<file path="config.mk">
export PLATFORM = sky130hd
export DESIGN_NAME = jk_mod_counter
export DESIGN_NICKNAME = d
export VERILOG_FILES = /design/src/rtl/jk_cnt_pkg.sv /design/src/rtl/jk_stage.sv /design/src/rtl/jk_mod_counter.sv
export SDC_FILE = /design/constraint.sdc
export NUM_CORES = 1
export LEC_CHECK = 0
export BUFFER_PORTS_ARGS = -buffer_cell sky130_fd_sc_hd__buf_2
export CORE_AREA = 8 8 45 47
export DETAILED_ROUTE_END_ITERATION = 8
export DIE_AREA = 0 0 53 55
export MAX_ROUTING_LAYER = met4
export PLACE_DENSITY = 0.62
export SETUP_SLACK_MARGIN = 0.4
export SLEW_MARGIN = 20
export SYNTH_ARGS = -nofsm -noshare
export SYNTH_HDL_FRONTEND = slang
export SYNTH_HIERARCHICAL = 1
export SYNTH_SLANG_ARGS = --single-unit
export TNS_END_PERCENT = 10
</file>
<file path="constraint.sdc">
create_clock -name clk -period 1.5 [get_ports clk]
set_input_delay 0.3 -clock clk [delete_from_list [all_inputs] [get_ports clk]]
set_output_delay 0.3 -clock clk [all_outputs]
set_load 0.02 [all_outputs]
</file>
<file path="src/rtl/jk_cnt_pkg.sv">
// Shared JK control encodings and the helper that derives a {j,k} pair for one counter bit.
package jk_cnt_pkg;

    localparam logic [1:0] JK_HOLD = 2'b00;
    localparam logic [1:0] JK_RST  = 2'b01;
    localparam logic [1:0] JK_SET  = 2'b10;
    localparam logic [1:0] JK_TOG  = 2'b11;

    typedef struct packed {
        logic j;
        logic k;
    } jk_pair_t;

    // Only a bit that must change gets a set or reset drive; an unchanged bit holds.
    function automatic jk_pair_t jk_drive(input logic next_bit, input logic cur_bit);
        jk_pair_t p;
        p.j = next_bit & ~cur_bit;
        p.k = ~next_bit & cur_bit;
        return p;
    endfunction

endpackage

</file>
<file path="src/rtl/jk_stage.sv">
// Single JK flip-flop with asynchronous active-high reset to 0.
module jk_stage
    import jk_cnt_pkg::*;
(
    input  logic clk,
    input  logic reset,
    input  logic j,
    input  logic k,
    output logic q
);

    // NOTE: sequential state uses non-blocking assignments so every flop samples pre-edge values.
    always_ff @(posedge clk or posedge reset) begin
        if (reset) begin
            q <= 1'b0;
        end else begin
            unique case ({j, k})
                JK_HOLD: q <= q;
                JK_RST:  q <= 1'b0;
                JK_SET:  q <= 1'b1;
                JK_TOG:  q <= ~q;
            endcase
        end
    end

endmodule

</file>
<file path="src/rtl/jk_mod_counter.sv">
// Up/down modulo-MOD counter built from JK stages, with parallel load and sticky range error.
// Optional registered parity output `par` when JK_CNT_PARITY_EN is defined.
module jk_mod_counter
    import jk_cnt_pkg::*;
#(
    parameter int WIDTH = 4,
    parameter int MOD   = 10
) (
    input  logic             clk,
    input  logic             reset,
    input  logic             en,
    input  logic             up,
    input  logic             load,
    input  logic [WIDTH-1:0] din,
    output logic [WIDTH-1:0] q,
    output logic             tc,
    output logic             err
`ifdef JK_CNT_PARITY_EN
    ,
    output logic             par
`endif
);

    // One extra bit so MOD == 2**WIDTH is representable in the range compare.
    localparam logic [WIDTH:0]   MOD_X = (WIDTH + 1)'(MOD);
    localparam logic [WIDTH-1:0] MAX_Q = WIDTH'(MOD - 1);

    logic [WIDTH-1:0] next_q;
    logic             next_err;
    jk_pair_t         jk [WIDTH];

    // NOTE: every always_comb output gets a default first so no latch is inferred.
    always_comb begin
        next_q   = q;
        next_err = err;
        if (load) begin
            if ({1'b0, din} < MOD_X) begin
                next_q   = din;
                next_err = 1'b0;
            end else begin
                next_q   = '0;
                next_err = 1'b1;
            end
        end else if (en) begin
            if (up) begin
                next_q = (q == MAX_Q) ? '0 : q + WIDTH'(1);
            end else begin
                next_q = (q == '0) ? MAX_Q : q - WIDTH'(1);
            end
        end
    end

    always_comb begin
        for (int i = 0; i < WIDTH; i++) begin
            jk[i] = jk_drive(next_q[i], q[i]);
        end
    end

    for (genvar i = 0; i < WIDTH; i++) begin : g_stage
        jk_stage u_stage (
            .clk   (clk),
            .reset (reset),
            .j     (jk[i].j),
            .k     (jk[i].k),
            .q     (q[i])
        );
    end

    always_ff @(posedge clk or posedge reset) begin
        if (reset) begin
            err <= 1'b0;
        end else begin
            err <= next_err;
        end
    end

    // Gated by reset so a held-low counter with en & ~up does not flag terminal count.
    assign tc = ~reset & en & ~load & ((up & (q == MAX_Q)) | (~up & (q == '0)));

`ifdef JK_CNT_PARITY_EN
    always_ff @(posedge clk or posedge reset) begin
        if (reset) begin
            par <= 1'b0;
        end else begin
            par <= ^q;
        end
    end
`endif

endmodule

</file>
==> flow_summary.ini <==
[power]
power.share.clock_pct = 11.4
switching_share_pct = 45.2
cell_internal_pwr_uw = 738
power-per-cell-area_nw_per_um2 = 1770
power.static_leakage_uw = 0.000343
power.ir.vdd_worst_mv = 0.955
combinational_group_share_of_total_power_pct = 64.5
netSwitchingPower_uw = 609
sequentialPowerShare_pct = 24.0

[sta]
max-slew-margin-rel_pct = 82.7
final_hold_viol_count = 0
maxSlewViolCount = 0
final_critical_path_time_including_i_o_delays_and_setup_ns = 1.56
layout_setup_ws_ns = -0.0630
setup-violations-final = 1
achievable-frequency_ghz = 0.640
whs_ns = 0.427
tightest_slew_ns = 0.257
finClkSkew_ns = 0.00617
timing.final.crit_share_pct = 104
grt_setup_unrepaired = yes

[die]
floorplan.die_area_sq_um = 2920
core_sq_um = 1380
placementRows = 14
fp.dieH_microns = 55
initial_core_util_pct = 38.9
fp.dieW_microns = 53
pin_count = 15

[synthesis]
ys_warn_count = 6
synth_area_sq_um = 538
yosysTopAreaCellShare_pct = 23.3
synthDominantAreaCellType = dfrtp_1
muxShareOfSynthArea_pct = 5.58
mapped_cells = 71
synthSimpleGateAreaFrac_pct = 25.1
synthTopCellsByArea = dfrtp_1 23%, buf_6 8.4%, a21oi_1 7.4%
number_of_different_library_cells_in_the_post_synthesis_netlist = 28
main_combinational_cell_family_by_area_after_synthesis = compound AO/OA/AOI/OAI gates
synth_sequential_area_ratio_pct = 23.3
synthXorXnorAreaFrac_pct = 3.26
synth.ff_latch_count = 5
avgSynthCellArea_sq_um = 7.58
synth_adder_area_share_pct = 0
synth_compound_area_share_pct = 28.1
synthesis.nets = 80

[worst_setup_path]
cp_data_required_time_ns = 1.20
crit_path_capture_type = output port
cpLargestDelayFamily = flip-flops
cp_num_buf_inv = 1
max_stage_delay_on_crit_path_ns = 0.40
critical_path.slowest_cell = dfrtp_2
worst_setup_path_start_kind = register
critical_path_class = register to output port
timing.critical_path.cells = or3_4 -> a21oi_4 -> buf_6
critical_path.max_fanout = 2
critPathArrivalTime_ns = 1.26

[clock_tree]
cts_buffer_depth = 2
h_tree_levels = 1
cts_tree = done
cts_num_sinks = 5
latest_clock_arrival_within_the_worst_skew_pair_ns = 0.24
cts-root-buf = clkbuf_4
clk_transition_reported_paths_ns = 0.05
numCtsBuffers = 3

[cells_and_area]
ratio_of_cells_with_drive_above_1_in_the_final_layout_pct = 45.2
fillerInstances = 134
final_design_area_no_fill_sq_um = 759
num_antenna_cells = 0
nets = 103
area_delta_synth_final_pct = 41.2

[placed_design]
pre_cts_ws_ns = 0.0616
placed_cell_area_sq_um = 639
io_buffers = 14
dp_hpwl_microns = 1020
gp_congestion = 0.845

[detailed_routing]
wl_microns = 1430
detailedRoute.firstPassIterationCount = 4
drt_iter0_markers = 15
wl_per_cell_microns = 13.1
post_detailed_route_via_to_cell_ratio = 5.33
routed-via-count = 581
drtAntennaViolNets = 0
drt_drc_violations_left = 0

[status]
failed_checks = negative setup slack
outcome = finished, violations left

[global_route]
grt_usage_pct = 11.3
global_route.overflow_total = 0
use_met1_pct = 12.9
grt_first_pass_wirelength_microns = 2430
grt.met2_usage_pct = 17.8
first_global_vias = 547
layer_with_the_highest_usage_after_global_routing = met2
gr-usage-met3_pct = 2.67
initial_antenna_violation_count = 0
grt_start_max_net_pins = 13

[hold_path]
min_path_type = input port to register

[run]
drv.max_cap_violation_count = 0
[kinds of logic (layout without fill, tap and decap cells)]
logic type      Yosys count  count (layout)
compound gates           23              23
simple gates             26              26
flops                     5               5
xor+xnor                  2               2
buf+inv                  12              34
mux                       3               3
[sequential cells by signal, indices dropped and copies added (netlist names)]
name               count
err                    1
g_stage.u_stage/q      4
[cells in the final DEF (no fill, tap or decap), types with 2 or more instances in the layout]
master    count
nand2_1       4
inv_1         7
buf_2         9
nor2_2        2
o211ai_1      2
o21ai_1       4
nor2_1        8
buf_6         7
clkbuf_4      3
dfrtp_2       4
mux2i_1       3
buf_4         6
a21oi_1       6
o21ai_0       2
nand3_1       4
[metrics by stage]
step / std cells / TNS, ns / util (%) / power (uW)
global route: 109 / -0.143 / 54.9 / 1460
global placement: 102 / 0 / 46.2 / 966
CTS: 109 / -0.0809 / 54.4 / 1340
floorplan: 71 / 0 / - / 840
detailed placement: 102 / 0 / 46.2 / 974
finish: 109 / -0.0630 / 54.9 / 1350
[worst paths after layout]
path / start / endpoint / slack (ns) / cells after the start
worst min-delay path: din[3] / err$_DFFE_PP0P_ / 0.43 / 3
worst min register to register: err$_DFFE_PP0P_ / err$_DFFE_PP0P_ / 0.52 / 2
max in group asynchronous: reset / g_stage[0].u_stage/q$_DFFE_PP0P_ / 0.81 / 3
worst max-delay path: g_stage[3].u_stage/q$_DFFE_PP0P_ / tc / -0.06 / 3
min in group asynchronous: reset / g_stage[1].u_stage/q$_DFFE_PP0P_ / 0.57 / 3
worst max register to register: g_stage[0].u_stage/q$_DFFE_PP0P_ / g_stage[1].u_stage/q$_DFFE_PP0P_ / 0.12 / 7
[worst register-to-register path: cells and delay by family (launching register included)]
family          cells  cell delay, ns
flops               1            0.41
simple gates        1            0.05
compound gates      4            0.56
buf+inv             2            0.28
[final cells by class]
cell class	count	area, sq um	share of cell area (%)
multi-input combinational	54	378	49.8
tap	16	20.0	2.64
clock buffer	4	26.3	3.46
sequential	5	130	17.1
inverter	7	26.3	3.46
timing repair buffer	23	179	23.6
[synthesized netlist by cell type]
library cell,number
o21ai_0,3
nor2_1,10
buf_6,4
or3_1,1
nand3_2,1
o21ai_1,3
nand2b_2,1
inv_1,7
nor3_2,1
xnor2_1,1
o31ai_1,1
nand3b_1,1
dfrtp_1,5
nand2_1,4
buf_4,1
a2bb2oi_1,1
a21oi_1,8
and2_1,1
nor2b_1,1
a221oi_2,1
o211ai_1,2
and3_2,1
mux2i_1,3
a21boi_1,2
o21ba_2,1
xor2_1,1
nand3_1,4
o211a_1,1
[layer usage]
layer  wire (microns)  share of wire, %
met3               41               2.9
met4                6              0.42
met2              704                49
met5                0                 0
met1              678                47
[what timing repair did]
action                                  4_1_cts  5_1_grt
endpoints found under the hold margin         5        0
gates resized for setup                      20        2
endpoints found under the setup margin        8        9
pin swaps                                     3        1
hold buffers                                  1        0
buffers inserted                              2        0
cloned                                        0        0
[power groups by stage]
stage / Sequential [uW] / Clock (uW) / Combinational (uW)
CTS: 318 / 162 / 860
floorplan: 358 / 0 / 482
detailed placement: 324 / 0 / 650
global route: 331 / 172 / 953
finish: 324 / 154 / 869
global placement: 321 / 0 / 646
Power figures use the tool's default switching activity.
